<file path="config.mk">
export PLATFORM = sky130hd
export DESIGN_NAME = pipeline_f_fetch
export DESIGN_NICKNAME = d
export VERILOG_FILES = /design/src/rtl/kaiser_pkg.sv /design/src/rtl/fetch_queue.sv /design/src/rtl/pipeline_f_fetch.sv
export SDC_FILE = /design/constraint.sdc
export NUM_CORES = 1
export LEC_CHECK = 0
export ABC_CLOCK_PERIOD_IN_PS = 2600
export CAP_MARGIN = 10
export CORE_ASPECT_RATIO = 0.5
export CORE_MARGIN = 2
export CORE_UTILIZATION = 47
export DETAILED_ROUTE_END_ITERATION = 8
export HOLD_SLACK_MARGIN = 0.12
export PLACE_DENSITY = 0.76
export SETUP_SLACK_MARGIN = 0.3
export SYNTH_ARGS = -nofsm -noshare
export SYNTH_HDL_FRONTEND = slang
export SYNTH_SLANG_ARGS = --single-unit
</file>
<file path="constraint.sdc">
create_clock -name clk -period 2.6 [get_ports clk]
set_clock_uncertainty 0.1 [all_clocks]
set_input_delay 0.78 -clock clk [delete_from_list [all_inputs] [get_ports clk]]
set_output_delay 0.78 -clock clk [all_outputs]
set_load 0.01 [all_outputs]
</file>
<file path="src/rtl/kaiser_pkg.sv">
// Shared definitions for the 16-bit pipelined core front end.
//   PC_W / IR_W   : program-counter and instruction widths
//   OP_*          : top-three-bit opcode values of an instruction word
//   fetch_state_t : fetch FSM states; HALT exists only when FETCH_HALT_EN is defined
//   fetch_entry_t : one fetched instruction together with its PC
// Optional feature macro: FETCH_HALT_EN.
package kaiser_pkg;

    localparam int unsigned PC_W = 8;
    localparam int unsigned IR_W = 16;

    localparam logic [2:0] OP_NOP  = 3'b000;
    localparam logic [2:0] OP_HALT = 3'b111;

    typedef enum logic [1:0] {
        FETCH,
        DROP
`ifdef FETCH_HALT_EN
        ,
        HALT
`endif
    } fetch_state_t;

    typedef struct packed {
        logic [IR_W-1:0] ir;
        logic [PC_W-1:0] pc;
    } fetch_entry_t;

endpackage

</file>
<file path="src/rtl/fetch_queue.sv">
// DEPTH-entry FIFO of fetch_entry_t between instruction fetch and decode.
// Ports:
//   clk, rst_n  : clock, asynchronous active-low reset (clears storage too)
//   flush       : synchronous discard of all entries
//   push, data  : enqueue request and entry (ignored when full)
//   pop         : dequeue head (ignored when empty)
//   head        : current head entry, straight from storage
//   count       : number of entries held
//   full, empty : occupancy flags
module fetch_queue #(
    parameter int unsigned DEPTH = 2
) (
    input  logic                       clk,
    input  logic                       rst_n,
    input  logic                       flush,
    input  logic                       push,
    input  kaiser_pkg::fetch_entry_t   data,
    input  logic                       pop,
    output kaiser_pkg::fetch_entry_t   head,
    output logic [$clog2(DEPTH):0]     count,
    output logic                       full,
    output logic                       empty
);
    import kaiser_pkg::*;

    localparam int unsigned AW = $clog2(DEPTH);
    localparam int unsigned CW = AW + 1;

    fetch_entry_t   mem_q [DEPTH];
    logic [AW-1:0]  wr_ptr_q;
    logic [AW-1:0]  rd_ptr_q;
    logic [CW-1:0]  count_q;
    logic           push_ok;
    logic           pop_ok;

    assign full    = (count_q == CW'(DEPTH));
    assign empty   = (count_q == '0);
    assign push_ok = push && !full;
    assign pop_ok  = pop && !empty;
    assign head    = mem_q[rd_ptr_q];
    assign count   = count_q;

    // DEPTH is a power of two, so the pointers wrap naturally.
    always_ff @(posedge clk or negedge rst_n) begin
        if (!rst_n) begin
            for (int unsigned i = 0; i < DEPTH; i++) begin
                mem_q[i] <= '0;
            end
            wr_ptr_q <= '0;
            rd_ptr_q <= '0;
            count_q  <= '0;
        end else if (flush) begin
            wr_ptr_q <= '0;
            rd_ptr_q <= '0;
            count_q  <= '0;
        end else begin
            if (push_ok) begin
                mem_q[wr_ptr_q] <= data;
                wr_ptr_q        <= wr_ptr_q + 1'b1;
            end
            if (pop_ok) begin
                rd_ptr_q <= rd_ptr_q + 1'b1;
            end
            count_q <= count_q + CW'(push_ok) - CW'(pop_ok);
        end
    end

endmodule

</file>
<file path="src/rtl/pipeline_f_fetch.sv">
// Instruction fetch stage: sequential PC generation, single-outstanding
// req/ack reads from instruction memory, and a small queue feeding the
// stage-0 decoder through a valid/ready handshake. A redirect flushes the
// queue; an in-flight read at redirect time is drained and dropped.
// Ports:
//   clk, rst_n               : clock, asynchronous active-low reset
//   imem_req, imem_addr      : registered read request and address
//   imem_ack, imem_rdata     : read completion and data
//   redirect_valid/_pc       : taken-branch redirect pulse and target
//   out_valid/out_ready      : decoder handshake
//   IR_out, PC_out           : head instruction and its PC
//   halted                   : fetch stopped on a HALT word
// Optional feature macro: FETCH_HALT_EN (stop fetching after a HALT opcode;
// when undefined, halted is tied low and HALT words are ordinary).
// PC_W / IR_W must match the kaiser_pkg widths used by fetch_entry_t.
module pipeline_f_fetch #(
    parameter int unsigned         PC_W     = kaiser_pkg::PC_W,
    parameter int unsigned         IR_W     = kaiser_pkg::IR_W,
    parameter logic [PC_W-1:0]     RESET_PC = '0,
    parameter int unsigned         DEPTH    = 2
) (
    input  logic            clk,
    input  logic            rst_n,
    output logic            imem_req,
    output logic [PC_W-1:0] imem_addr,
    input  logic            imem_ack,
    input  logic [IR_W-1:0] imem_rdata,
    input  logic            redirect_valid,
    input  logic [PC_W-1:0] redirect_pc,
    output logic            out_valid,
    input  logic            out_ready,
    output logic [IR_W-1:0] IR_out,
    output logic [PC_W-1:0] PC_out,
    output logic            halted
);
    import kaiser_pkg::*;

    localparam int unsigned CW = $clog2(DEPTH) + 1;

    fetch_state_t     state_q;
    logic             req_q;
    logic [PC_W-1:0]  addr_q;
    logic [PC_W-1:0]  fetch_pc_q;

    fetch_entry_t     push_entry;
    fetch_entry_t     head;
    logic [CW-1:0]    q_count;
    logic [CW-1:0]    count_next;
    logic             q_full;
    logic             q_empty;

    logic             ack_fire;
    logic             push;
    logic             pop;
    logic             slot_free;
    logic             can_issue;
    logic             enter_halt;

    assign ack_fire   = req_q && imem_ack;
    assign pop        = !q_empty && out_ready;
    // Words acked in a redirect cycle or while draining a stale request are dropped.
    assign push       = ack_fire && (state_q == FETCH) && !redirect_valid && !q_full;
    assign push_entry = '{ir: imem_rdata, pc: addr_q};
    // No request outstanding after this edge unless we re-issue.
    assign slot_free  = !req_q || imem_ack;

    always_comb begin
        count_next = '0;
        if (!redirect_valid) begin
            count_next = q_count + CW'(push) - CW'(pop);
        end
    end

    // Only request when the returning word is guaranteed a free slot.
    assign can_issue = (count_next < CW'(DEPTH));

`ifdef FETCH_HALT_EN
    logic halted_q;
    assign enter_halt = push && (imem_rdata[IR_W-1 -: 3] == OP_HALT);
    assign halted     = halted_q;
`else
    assign enter_halt = 1'b0;
    assign halted     = 1'b0;
`endif

    always_ff @(posedge clk or negedge rst_n) begin
        if (!rst_n) begin
            state_q    <= FETCH;
            req_q      <= 1'b0;
            addr_q     <= RESET_PC;
            fetch_pc_q <= RESET_PC;
`ifdef FETCH_HALT_EN
            halted_q   <= 1'b0;
`endif
        end else if (redirect_valid) begin
            fetch_pc_q <= redirect_pc;
`ifdef FETCH_HALT_EN
            halted_q   <= 1'b0;
`endif
            if (req_q && !imem_ack) begin
                // Memory still owes us a word; keep the request up and drop it on ack.
                state_q <= DROP;
            end else begin
                state_q    <= FETCH;
                req_q      <= 1'b1;
                addr_q     <= redirect_pc;
                fetch_pc_q <= redirect_pc + 1'b1;
            end
        end else begin
            unique case (state_q)
                FETCH: begin
                    if (slot_free) begin
                        if (can_issue && !enter_halt) begin
                            req_q      <= 1'b1;
                            addr_q     <= fetch_pc_q;
                            fetch_pc_q <= fetch_pc_q + 1'b1;
                        end else begin
                            req_q <= 1'b0;
                        end
                    end
`ifdef FETCH_HALT_EN
                    if (enter_halt) begin
                        state_q  <= HALT;
                        halted_q <= 1'b1;
                    end
`endif
                end
                DROP: begin
                    if (ack_fire) begin
                        state_q <= FETCH;
                        if (can_issue) begin
                            req_q      <= 1'b1;
                            addr_q     <= fetch_pc_q;
                            fetch_pc_q <= fetch_pc_q + 1'b1;
                        end else begin
                            req_q <= 1'b0;
                        end
                    end
                end
`ifdef FETCH_HALT_EN
                HALT: begin
                    req_q <= 1'b0;
                end
`endif
                default: begin
                    state_q <= FETCH;
                end
            endcase
        end
    end

    fetch_queue #(
        .DEPTH(DEPTH)
    ) u_queue (
        .clk   (clk),
        .rst_n (rst_n),
        .flush (redirect_valid),
        .push  (push),
        .data  (push_entry),
        .pop   (pop),
        .head  (head),
        .count (q_count),
        .full  (q_full),
        .empty (q_empty)
    );

    assign imem_req  = req_q;
    assign imem_addr = addr_q;
    assign out_valid = !q_empty;
    assign IR_out    = head.ir;
    assign PC_out    = head.pc;

endmodule

</file>
==> results_dict.tcl <==
set metrics [dict create \
    clkPwrFrac_pct 18.6 \
    portBuffers 62 \
    async_reset_ff_share_pct 100 \
    synth.avg_cell_area_um2 12.6 \
    rsz0062_at_grt "yes" \
    cp_common_cell "ha_4" \
    path_class "flop to flop" \
    synth-edff-count 0 \
    nets 396 \
    synth_top_family_by_area "multiplexers" \
    synthCells 274 \
    pwr-share-comb_pct 48.3 \
    drtPass1Iterations 4 \
    drcViolationCount 0 \
    layout_common_cells "dfrtp_1 (68), mux2_2 (46), clkdlybuf4s50_1 (33)" \
    clock_sinks 70 \
    synth_mux_area_share_pct 24.7 \
    grt_first_pass_wirelength_um 12600 \
    r2r.worst_path.cells 9 \
    vdd.ir_drop.worst_uv 445 \
    synth_cell_types 46 \
    ios 64 \
    finalWirelength_um 8660 \
    min_period_over_period_pct 91.2 \
    cts_inserted_buffers 9 \
    initial_utilization_pct 50.1 \
    yosys.area.top_type_share_pct 50.8 \
    crit_arrival_ns 2.49 \
    startpoint "u_queue.count[1]$_DFF_PN0_" \
    status "finished, final reports clean" \
    period_needed_ns 2.37 \
    hold_path.class "input pin to asynchronous set/reset pin" \
    syn_to_final_growth_pct 44.2 \
    grt_max_degree 71 \
    power.net_switching_uw 1880 \
    utilization_pct 72.2 \
    synthAdderAreaFrac_pct 1.45 \
    critPathBufInv 1 \
    cts_root_buffer "clkbuf_16" \
    synth-simple-area-share_pct 8.60 \
    endpoint_kind "flop" \
    detail-route-antenna-nets 0 \
    grt_pass1_vias 2572 \
    via_per_inst 5.44 \
    critPathMaxFanout 7 \
    overflow 0 \
    final_common_cell "dfrtp_1" \
    synth_xor_xnor_area_share_pct 2.47 \
    netlist.top_cell.by_area "dfrtp_1" \
    coreArea_um2 6880 \
    cp.required_ns 2.72 \
    timing.fmax_mhz 422 \
    routedWlPerCell_um 18.8 \
    startpoint_type "flop" \
    gp_congestion 0.882 \
    htree_levels 3 \
    drive_gt1_share_pct 44.6 \
    grtUsageTotal_pct 20.1 \
    clk_pin_slew_ns 0.06 \
    p_seq_share_pct 33.0 \
    power.leakage_uw 0.00220 \
    drv_cap 0 \
    synth_area_um2 3450 \
    synth-compound-area-share_pct 8.31 \
    setup_viol 0 \
    crit_chain "or2_4, and2_4, ha_4, inv_2, ha_4, xnor3_2, a31oi_4, o41ai_2, a221o_1" \
    r2r-start "u_queue.count[1]$_DFF_PN0_" \
    ys.flop_type "dfrtp_1" \
    vias 2503 \
    grt_antenna_before_repair 0 \
    antenna_cells 0 \
    power.share.switching_pct 31.7 \
    hold_viol 0 \
    cp_slowest_cell "dfrtp_1" \
    final_max_slew_viol_count 0 \
    drt_iter0_markers 142 \
    timing.reg2reg.setup_slack_ns 0.23 \
    die-width_um 125 \
    dp_hpwl_um 5020 \
    die_h_um 64.6 \
    tritoncts "done" \
    critPathMaxStageDelay_ns 0.40 \
    r2r_end "fetch_pc_q[7]$_DFFE_PN0P_" \
    clk_latency_ns 0.33 \
    p_int_uw 4050 \
    crit_family "compound AO/OA/AOI/OAI gates" \
    setup-tns-final_ns 0 \
    dieArea_um2 8080 \
    row_count 21 \
    yosys_warnings 0 \
    synth.net_count 307 \
    power_density_nw_per_um2 1190 \
    ys_seq_elements 70 \
    yosys-top-cells-area "dfrtp_1 (51%), mux2_2 (23%), o21ai_0 (1.9%)" \
    cts_max_path_buffers 2 \
    yosysSeqAreaShare_pct 50.8 \
]
through the flow:
| stage | power (uW) | area [um2] | hold slack, ns | cells | worst slack (ns) |
|---|---|---|---|---|---|
| after floorplan | 3140 | 3480 | 0.354 | 274 | 0.0856 |
| after global placement | 4090 | 4290 | 0.363 | 427 | -0.365 |
| after detailed placement | 4220 | 4290 | 0.376 | 427 | -0.458 |
| after CTS | 5550 | 4680 | 0.378 | 451 | 0.234 |
| after global routing | 6250 | 4970 | 0.394 | 460 | 0.148 |
| final | 5940 | 4970 | 0.360 | 460 | 0.229 |
power by group through the flow:
stage,Clock [uW],Sequential [uW],Combinational [uW]
floorplan,0,1850,1290
global placement,0,1880,2210
detailed placement,0,1940,2280
CTS,1120,1920,2510
global route,1180,2030,3050
finish,1110,1960,2870
how the worst max path moves through the flow:
stage	cells past startpoint	slack, ns	end
detailed placement	8	-0.46	fetch_pc_q[7]$_DFFE_PN0P_
finish	9	0.23	fetch_pc_q[7]$_DFFE_PN0P_
global placement	8	-0.37	fetch_pc_q[7]$_DFFE_PN0P_
floorplan	6	0.09	fetch_pc_q[7]$_DFFE_PN0P_
global route	9	0.15	imem_addr[3]$_DFFE_PN0P_
CTS	9	0.23	fetch_pc_q[7]$_DFFE_PN0P_
metal layers:
metal / routed length (um) / global-route usage, % / part of all wire [%] / vias to the layer above
li1: - / - / - / 1165
met1: 3600 / 23.9 / 42 / 1245
met2: 4480 / 36.3 / 52 / 78
met3: 409 / 6.11 / 4.7 / 15
met4: 172 / 5.00 / 2.0 / 0
met5: 0 / 0 / 0 / -
registers in the layout (all words and copies together), names as in the netlist:
name	count
u_queue.wr_ptr_q	1
fetch_pc_q	8
u_queue.rd_ptr_q	1
u_queue.mem_q	48
state_q	1
u_queue.count	2
imem_req	1
imem_addr	8
layout make-up:
type | count | area [um2]
Clock buffer | 12 | 246
Timing Repair Buffer | 93 | 1070
Inverter | 7 | 26.3
Multi-Input combinational cell | 182 | 1730
Fill cell | 458 | 1910
Sequential cell | 70 | 1750
Tap cell | 92 | 115
Clock inverter | 4 | 22.5
cells by family (layout without fill, tap and decap cells):
group,Yosys count,count (layout)
adder cells (fa/ha/maj),4,4
buffers and inverters,22,116
multiplexers,76,76
other,1,1
AO/OA/AOI/OAI,38,38
XOR/XNOR,8,8
AND/OR/NAND/NOR,55,55
flip-flops,70,70
Yosys cell counts (2+ instances only):
library cell / count
mux2_2: 71
dfrtp_1: 70
nand2_1: 17
o21ai_0: 13
a21oi_1: 7
inv_1: 7
nor2b_1: 7
nand3_1: 6
clkbuf_1: 5
or2_2: 5
xnor2_1: 5
buf_6: 4
ha_1: 4
mux2i_1: 4
or4_1: 4
nand2b_1: 3
nor2_1: 3
nor4_1: 3
a21o_1: 2
buf_1: 2
buf_2: 2
buf_4: 2
nand4_1: 2
o211ai_1: 2
o21a_1: 2
xor2_1: 2
what timing repair did:
item | in CTS | in global routing
setup endpoints to repair | 66 | 65
gates cloned | 1 | 4
pin swaps | 8 | 1
resized for setup | 134 | 40
endpoints found under the hold margin | 0 | 0
hold buffers | 0 | 0
setup buffers | 7 | 5
Note: power is estimated with default switching activity, not from simulation.
